### src/rtl/trivium_pkg.sv
// Shared constants, FSM encoding and key/IV load layout for the
// wide Trivium keystream generator.
package trivium_pkg;

  typedef enum logic [1:0] {
    ST_IDLE = 2'd0,
    ST_INIT = 2'd1,
    ST_RUN  = 2'd2
  } tv_state_e;

  localparam int DEF_INIT_ROUNDS = 1152;
  localparam int STATE_LEN       = 288;

  localparam int T1A = 66;
  localparam int T1B = 93;
  localparam int T1C = 91;
  localparam int T1D = 92;
  localparam int T1E = 171;
  localparam int T2A = 162;
  localparam int T2B = 177;
  localparam int T2C = 175;
  localparam int T2D = 176;
  localparam int T2E = 264;
  localparam int T3A = 243;
  localparam int T3B = 288;
  localparam int T3C = 286;
  localparam int T3D = 287;
  localparam int T3E = 69;

  // Bit i-1 of the vector holds register s(i).
  function automatic logic [STATE_LEN-1:0] load_state(
    input logic [79:0] key,
    input logic [79:0] iv
  );
    logic [STATE_LEN-1:0] s;
    s          = '0;
    s[79:0]    = key;
    s[172:93]  = iv;
    s[287:285] = 3'b111;
    return s;
  endfunction

endpackage

### src/rtl/trivium_step.sv
// OUT_W unrolled Trivium clocks; z_o[j] is the bit of the j-th clock.
module trivium_step
  import trivium_pkg::*;
#(
  parameter int OUT_W = 8
) (
  input  logic [STATE_LEN-1:0] state_i,
  output logic [STATE_LEN-1:0] state_o,
  output logic [OUT_W-1:0]     z_o
);

  logic [STATE_LEN-1:0] st;
  logic                 t1;
  logic                 t2;
  logic                 t3;

  always_comb begin
    st  = state_i;
    z_o = '0;
    t1  = 1'b0;
    t2  = 1'b0;
    t3  = 1'b0;
    for (int j = 0; j < OUT_W; j++) begin
      t1     = st[T1A-1] ^ st[T1B-1];
      t2     = st[T2A-1] ^ st[T2B-1];
      t3     = st[T3A-1] ^ st[T3B-1];
      z_o[j] = t1 ^ t2 ^ t3;
      t1     = t1 ^ (st[T1C-1] & st[T1D-1]) ^ st[T1E-1];
      t2     = t2 ^ (st[T2C-1] & st[T2D-1]) ^ st[T2E-1];
      t3     = t3 ^ (st[T3C-1] & st[T3D-1]) ^ st[T3E-1];
      // s1/s94/s178 take t3'/t1'/t2'; each register shifts up by one.
      st = {st[286:177], t2, st[175:93], t1, st[91:0], t3};
    end
    state_o = st;
  end

endmodule

### src/rtl/trivium_wide.sv
// Trivium keystream generator: key/IV load, INIT warm-up, then
// OUT_W keystream bits per valid/ready handshake.
module trivium_wide
  import trivium_pkg::*;
#(
  parameter int OUT_W       = 8,
  parameter int INIT_ROUNDS = DEF_INIT_ROUNDS
) (
  input  logic             clk,
  input  logic             rst,
  input  logic [79:0]      key_i,
  input  logic [79:0]      iv_i,
  input  logic             load_valid,
  output logic             load_ready,
  output logic [OUT_W-1:0] ks_data,
  output logic             ks_valid,
  input  logic             ks_ready,
  output logic             busy
);

  localparam int STEPS = INIT_ROUNDS / OUT_W;
  localparam int CNT_W = $clog2(STEPS + 1);

  if (OUT_W < 1 || OUT_W > 64 || (INIT_ROUNDS % OUT_W) != 0)
  begin : g_bad_param
    $error("trivium_wide: OUT_W must be 1..64 and divide INIT_ROUNDS");
  end

  tv_state_e            state_q, state_d;
  logic [STATE_LEN-1:0] s_q, s_d;
  logic [CNT_W-1:0]     cnt_q, cnt_d;
  logic [OUT_W-1:0]     ks_data_q, ks_data_d;
  logic                 ks_valid_q, ks_valid_d;

  logic [STATE_LEN-1:0] s_step;
  logic [OUT_W-1:0]     z_step;
  logic                 load_acc;

  trivium_step #(
    .OUT_W (OUT_W)
  ) u_step (
    .state_i (s_q),
    .state_o (s_step),
    .z_o     (z_step)
  );

  assign load_ready = (state_q != ST_INIT);
  assign busy       = (state_q == ST_INIT);
  assign ks_data    = ks_data_q;
  assign ks_valid   = ks_valid_q;
  assign load_acc   = load_valid & load_ready;

  always_comb begin
    state_d    = state_q;
    s_d        = s_q;
    cnt_d      = cnt_q;
    ks_data_d  = ks_data_q;
    ks_valid_d = ks_valid_q;
    unique case (1'b1)
      (state_q == ST_IDLE): begin
        if (load_acc) begin
          s_d     = load_state(key_i, iv_i);
          cnt_d   = '0;
          state_d = ST_INIT;
        end
      end
      (state_q == ST_INIT): begin
        s_d   = s_step;
        cnt_d = cnt_q + CNT_W'(1);
        if (cnt_q == CNT_W'(STEPS - 1)) begin
          state_d = ST_RUN;
        end
      end
      (state_q == ST_RUN): begin
        // Rekey wins; any same-edge handshake simply retires the word.
        if (load_acc) begin
          s_d        = load_state(key_i, iv_i);
          cnt_d      = '0;
          ks_valid_d = 1'b0;
          state_d    = ST_INIT;
        end else if (!ks_valid_q || ks_ready) begin
          s_d        = s_step;
          ks_data_d  = z_step;
          ks_valid_d = 1'b1;
        end
      end
      default: begin
        state_d = ST_IDLE;
      end
    endcase
  end

  always_ff @(posedge clk or negedge rst) begin
    if (!rst) begin
      state_q    <= ST_IDLE;
      s_q        <= '0;
      cnt_q      <= '0;
      ks_data_q  <= '0;
      ks_valid_q <= 1'b0;
    end else begin
      state_q    <= state_d;
      s_q        <= s_d;
      cnt_q      <= cnt_d;
      ks_data_q  <= ks_data_d;
      ks_valid_q <= ks_valid_d;
    end
  end

endmodule

### config.mk
export PLATFORM = sky130hd
export DESIGN_NAME = trivium_wide
export DESIGN_NICKNAME = d
export VERILOG_FILES = /design/src/rtl/trivium_pkg.sv /design/src/rtl/trivium_step.sv /design/src/rtl/trivium_wide.sv
export SDC_FILE = /design/constraint.sdc
export NUM_CORES = 1
export LEC_CHECK = 0
export ABC_AREA = 1
export BUFFER_PORTS_ARGS = -buffer_cell sky130_fd_sc_hd__buf_4
export CAP_MARGIN = 25
export CORE_AREA = 3 3 158 221
export CTS_CLUSTER_DIAMETER = 100
export CTS_CLUSTER_SIZE = 12
export DETAILED_ROUTE_END_ITERATION = 8
export DIE_AREA = 0 0 161 224
export PLACE_DENSITY_LB_ADDON = 0.25
export SLEW_MARGIN = 10
export SYNTH_ARGS = -nofsm -noshare
export SYNTH_HDL_FRONTEND = slang
export SYNTH_HIERARCHICAL = 1
export SYNTH_SLANG_ARGS = --single-unit
### constraint.sdc
create_clock -name clk -period 1.7 [get_ports clk]
set_input_delay 0.425 -clock clk [delete_from_list [all_inputs] [get_ports clk]]
set_output_delay 0.425 -clock clk [all_outputs]
set_load 0.1 [all_outputs]
==> qor.csv, run 1 <==
stage;metric;value;unit
status;status;finished with violations;
status;failing checks;negative setup slack;
timing;fin. max-slew vios;0;
drt;first-pass iteration count of the detailed router;5;
drt;Post-route DRC;0;
power_and_ir_drop;PD cells;2030;nW/um^2
clock_network;Clock Tree Buf Depth;3;
clock_network;H-Tree Depth;1;
timing;Slew @ Worst Pin;382;ps
place;# port buffers;174;
power_and_ir_drop;sequential share of power;0.258;
place;Detailed Place HPWL;30100;um
synth;Synthesis Warnings;6;
die;Std-Cell Rows;79;
timing;Slew headroom;0.745;
layout;Layout area overhead;18.6;%
power_and_ir_drop;sw frac;0.445;
clock_network;TritonCTS clock tree;done;
layout;diode count;0;
synth;area leader, netlist;dfrtp_1;
synth;Mean Syn Cell Area;7.04;um^2
worst_hold_path;HP Class;primary input to register;
die;initial core utilization;0.536;
power_and_ir_drop;Clock power frac;0.134;
synth;fraction of registers with async set/reset;1.00;
synth;Distinct cells, synth;24;
timing;Clock Skew;24.8;ps
power_and_ir_drop;Leak;11.1;nW
clock_network;clk slew on worst S/H paths;70;ps
drt;DRT iter0 DRCs;1269;
drt;via density per instance;5.23;
timing;fin crit period;1980;ps
power_and_ir_drop;Comb pwr share;0.608;
global_routing;largest net degree at the start of global routing;59;
global_routing;Tot GR Track Use;0.249;
critical_path;CP arrival;1560;ps
die;Die Area;36100;um^2
clock_network;root buf cell;clkbuf_16;
clock_network;Worst-Skew Late Latency;580;ps
synth;count leader, synth;nand2_1;
clock_network;TritonCTS Sinks;307;
layout;fillers;2821;
die;CORE AREA;33200;um^2
global_routing;GRT Residual Overflow;0;
drt;DR WL/cell;16.5;um
place;# placed instances;2854;
timing;post-layout worst setup margin;-282;ps
die;Die H;224;um
layout;multi-input logic area;7600;um^2
timing;fmax;504;MHz
critical_path;CP Launch Type;register;
power_and_ir_drop;VDD IR max;1120;uV
drt;final WL;48600;um
synth;Synth Instances;2528;
place;Post-DP Area;18300;um^2
drt;via count;15400;
critical_path;worst path bufs/invs;4;
layout;final non-filler cell total;2952;
synth;Synth top area share;0.431;
place;dpl ws;-191;ps
layout;Nets;2676;
global_routing;first-pass GRT wire length;73600;um
die;Die X;161;um
synth;Syn Nets;2698;
die;I/O pins;175;
global_routing;vias in the first global route;14600;
critical_path;CP endpoint kind;primary output;
synth;Synth Flop Type;dfrtp_1;
critical_path;CP Data Required Time;1270;ps
run;MaxCap Viol Count;0;
critical_path;CP top delay family;flip-flops;
power_and_ir_drop;Net Sw Power;19.1;mW
layout;fraction of layout cells with a size suffix above 1;0.198;
synth;Seq/Total Area, Yosys;0.431;
drt;post-route ant nets;0;
layout;register area;7680;um^2
synth;Area contributors post-synth;dfrtp_1, nand2_1, buf_4;
synth;Yosys reg bits;307;
synth;top cells by count, synth;nand2_1, dfrtp_1, buf_4, nand3_1, inv_1;
clock_network;cts bufs inserted;29;
timing;RSZ-0062 raised after global routing;true;
global_routing;antenna violations before repair;0;
power_and_ir_drop;Pint;23.8;mW
synth;mapped cell area;17800;um^2
timing;final setup vio count;297;
synth;Post-synth EDFFs;0;
timing;final worst-path cycle share;1.17;
place;final RePlAce weighted congestion;0.887;
critical_path;Worst Setup Path Type;register to primary output;
critical_path;critical path's most frequent cell;buf_12;
critical_path;Critical Path, Cell by Cell;inv_2, ha_4, inv_8, buf_12, buf_12;
layout;final core utilization;0.636;
critical_path;Critical Path Max Stage Delay;400;ps
layout;finished layout cell area;21100;um^2
critical_path;Max FO, Critical Path;3;
critical_path;Slowest-stage cell, CP;dfrtp_1;
timing;Final Hold Fails;0;
timing;Hold Worst Slack;128;ps
[worst register-to-register path, cell delays in order (launching register included)]
cell and delay [ps]:
dfrtp_1 400, inv_2 110, ha_4 180, inv_8 30, buf_4 130, nand2_4 90, nand3_4 120, nand2_8 160
buf_12 190, clkinv_16 100, buf_16 170, nand2_1 90, nand2_1 90
[cells in the final DEF, fill, tap and decap left out, drive strengths merged, types with 6 or more instances in the layout]
master,n
nor2,13
dfrtp,307
clkbuf,44
ha,6
buf,323
nand3,181
nand2,1329
xor2,30
o21ai,144
inv,113
[state kept, by name, summed over array words and instances, names as in the netlist]
register and cells:
ks_data 8, state_q 2, ks_valid 1, cnt_q 8, s_q 288
[through the flow]
stage,power [mW],TNS [ps]
CTS,39.7,-39050
finish,42.9,-46330
detailed placement,29.4,-28800
floorplan,25.9,-6830
global route,45.6,-71430
global placement,29.0,-16850
[routing by layer]
| metal | part of all wire | global-route usage | routed length, um |
|---|---|---|---|
| met4 | 0.038 | 0.0889 | 1870 |
| met1 | 0.39 | 0.310 | 19000 |
| met3 | 0.061 | 0.0283 | 2990 |
| met2 | 0.51 | 0.448 | 24700 |
| met5 | 0 | 0 | 0 |
[power by group through the flow]
stage          clock network, mW  registers (mW)  logic, mW
2_1_floorplan                  0            11.2       14.7
3_3_place_gp                   0            11.0       18.0
3_5_place_dp                   0            11.1       18.3
4_1_cts                     5.83            11.0       22.9
5_1_grt                     6.09            11.2       28.2
6_report                    5.73            11.1       26.1
[final timing paths]
path | from | endpoint | slack (ps) | cells past startpoint
max | state_q[1] | load_ready | -280 | 5
min | iv_i[10] | s_q[103] | 130 | 5
max reg2reg | state_q[1] | s_q[108] | -260 | 12
min reg2reg | s_q[11] | s_q[11] | 470 | 2
max in group asynchronous | rst | s_q[0] | 680 | 3
min in group asynchronous | rst | cnt_q[4] | 360 | 2
[kinds of logic after synthesis]
family	count (synthesis)	synth area share
adder cells (fa/ha/maj)	6	0.00422
AND/OR/NAND/NOR	1525	0.335
buffers and inverters	507	0.171
flip-flops	307	0.431
XOR/XNOR	33	0.0162
AO/OA/AOI/OAI	150	0.0426
[cell type report]
class | instances | area share
Tap cell | 445 | 0.0264
Timing Repair Buffer | 340 | 0.191
Clock inverter | 2 | 0.00130
Sequential cell | 307 | 0.364
Clock buffer | 30 | 0.0345
Inverter | 111 | 0.0216
Timing Repair inverter | 2 | 0.00148
Multi-Input combinational cell | 1715 | 0.360
[timing repair]
| item | in CTS | in global routing |
|---|---|---|
| buffers inserted | 21 | 8 |
| gates cloned | 19 | 18 |
| pin swaps | 6 | 18 |
| resized for setup | 107 | 146 |
| setup endpoints to repair | 303 | 315 |
| hold buffers | 1 | 0 |
| hold endpoints to repair | 27 | 0 |
No activity file was read; power rests on OpenSTA's default activity.
==> run 2: changes to the inputs <==
- CORE_AREA: 3 3 158 221 -> 3 3 210 295
- DIE_AREA: 0 0 161 224 -> 0 0 213 298
==> run 2 against run 1 <==
The flow still finishes with violations (negative setup slack). Non-clock buffer count grew 21. Via count decreased by 1.9%. Critical path depth unchanged. Power grew 1.0%. Core utilization fell by 28 points. Critical path type unchanged. Combinational power grew 2%.
==> qor.csv, run 2 (synthesized netlist as in run 1, its figures left out) <==
stage;metric;value;unit
global_routing;vias in the first global route;14700;
critical_path;CP arrival;1570;ps
drt;final WL;55500;um
layout;Nets;2694;
place;# port buffers;174;
power_and_ir_drop;PD cells;2020;nW/um^2
timing;post-layout worst setup margin;-296;ps
clock_network;Worst-Skew Late Latency;580;ps
run;MaxCap Viol Count;0;
layout;multi-input logic area;7440;um^2
drt;M1 WL;23600;um
critical_path;critical path's most frequent cell;buf_12;
critical_path;CP Data Required Time;1270;ps
critical_path;CP Launch Type;register;
die;Std-Cell Rows;106;
die;Die H;298;um
place;final RePlAce weighted congestion;0.863;
timing;fmax;501;MHz
drt;Post-route DRC;0;
clock_network;cts bufs inserted;29;
global_routing;largest net degree at the start of global routing;59;
clock_network;clk slew on worst S/H paths;70;ps
drt;DRT iter0 DRCs;1029;
layout;fillers;6141;
layout;max reg flops;288;
critical_path;Critical Path Max Stage Delay;400;ps
worst_hold_path;HP Class;primary input to register;
clock_network;TritonCTS clock tree;done;
layout;finished layout cell area;21500;um^2
die;I/O pins;175;
drt;DR WL/cell;16.9;um
drt;WL met2;28100;um
timing;final worst-path cycle share;1.17;
drt;via density per instance;4.62;
critical_path;CP endpoint kind;primary output;
drt;post-route ant nets;0;
timing;Clock Skew;20.5;ps
drt;first-pass iteration count of the detailed router;6;
timing;fin crit period;2000;ps
drt;via count;15200;
global_routing;Tot GR Track Use;0.162;
layout;fraction of layout cells with a size suffix above 1;0.187;
layout;register area;7680;um^2
status;failing checks;negative setup slack;
timing;final setup TNS;-52210;ps
die;Die X;213;um
place;Detailed Place HPWL;35700;um
worst_hold_path;cell depth of the worst hold path;5;
layout;commonest non-fill, non-tap cell in the layout;nand2_1;
die;Die Area;63500;um^2
critical_path;Max FO, Critical Path;3;
layout;largest register by flop count;s_q;
clock_network;Clock Tree Buf Depth;3;
power_and_ir_drop;VDD IR max;1010;uV
place;Post-DP Area;18800;um^2
timing;fin. max-slew vios;0;
timing;Final Hold Fails;0;
global_routing;GRT Residual Overflow;0;
drt;wire length on met3;2460;um
layout;diode count;0;
timing;RSZ-0062 raised after global routing;true;
global_routing;first-pass GRT wire length;81800;um
power_and_ir_drop;Leak;11.1;nW
status;status;finished with violations;
global_routing;antenna violations before repair;0;
critical_path;Critical Path, Cell by Cell;inv_2, ha_4, inv_8, buf_12, buf_12;
clock_network;H-Tree Depth;1;
drt;DR top layer;met4;
die;initial core utilization;0.299;
layout;Layout area overhead;20.5;%
critical_path;Worst Setup Path Type;register to primary output;
clock_network;TritonCTS Sinks;307;
clock_network;root buf cell;clkbuf_16;
layout;most frequent cells in the layout;nand2_1, dfrtp_1, buf_4;
critical_path;Slowest-stage cell, CP;dfrtp_1;
die;CORE AREA;59500;um^2
timing;Slew headroom;0.728;
critical_path;R2R depth;12;
timing;Slew @ Worst Pin;408;ps
timing;final setup vio count;299;
run 2: cell count changes in the layout (fill, tap and decap cells not counted), moves of 2 or more:
cell	before	now
buf_12	42	39
nand2_4	17	6
o21ai_0	42	51
clkbuf_16	43	54
nand2_1	1250	1284
nand2_2	60	36
nand3_1	179	171
nand3_2	1	8
buf_16	24	18
inv_16	2	0
o21ai_2	19	4
o21ai_1	82	88
buf_4	219	247
buf_6	27	18
run 2: final cells by class:
class / count / area share
Inverter: 111 / 0.0202
Clock inverter: 2 / 0.000642
Clock buffer: 30 / 0.0345
Tap cell: 756 / 0.0441
Sequential cell: 307 / 0.358
Multi-Input combinational cell: 1714 / 0.347
Timing Repair Buffer: 361 / 0.196
run 2: final timing paths:
check	slack, ps	to	from
worst max-delay path	-300	load_ready	state_q[1]
worst max register to register	-290	s_q[128]	state_q[1]
worst min-delay path	140	s_q[29]	key_i[29]
worst min register to register	480	s_q[69]	s_q[69]
min in group asynchronous	350	s_q[143]	rst
max in group asynchronous	600	s_q[226]	rst
run 2: per-stage QoR:
| stage | hold slack (ps) | cells | util | power (mW) | setup slack, ps |
|---|---|---|---|---|---|
| 2_1_floorplan | 129 | 2528 | - | 25.9 | -36.2 |
| 3_3_place_gp | 361 | 3180 | 0.316 | 29.9 | -251 |
| 3_5_place_dp | 361 | 3180 | 0.316 | 30.2 | -261 |
| 4_1_cts | 109 | 3245 | 0.341 | 39.4 | -323 |
| 5_1_grt | 139 | 3281 | 0.360 | 46.4 | -370 |
| 6_report | 141 | 3281 | 0.360 | 43.3 | -296 |
run 2: where the power goes:
group / internal (mW) / total [mW] / switching [mW] / leakage, nW
combinational: 11.5 / 26.5 / 15.0 / 6.63
clock: 3.04 / 5.86 / 2.81 / 0.373
sequential: 9.41 / 11.0 / 1.58 / 4.06
run 2: layer usage:
layer	GRT usage	up-vias
li1	-	7488
met1	0.208	7232
met2	0.294	366
met3	0.0137	64
met4	0.0371	0
met5	0	-
run 2: repair_timing:
| item | in CTS | in global routing |
|---|---|---|
| cloned | 13 | 30 |
| endpoints found under the hold margin | 25 | 0 |
| buffers inserted | 19 | 7 |
| endpoints found under the setup margin | 300 | 314 |
| hold buffers | 1 | 0 |
| gates resized for setup | 45 | 119 |
| pin swaps | 1 | 32 |
run 2: worst max-delay path, delay by kind of cell (launching register included):
family / cells / cell delay (ps)
fa+ha+maj: 1 / 190
flops: 1 / 400
buf+inv: 4 / 430
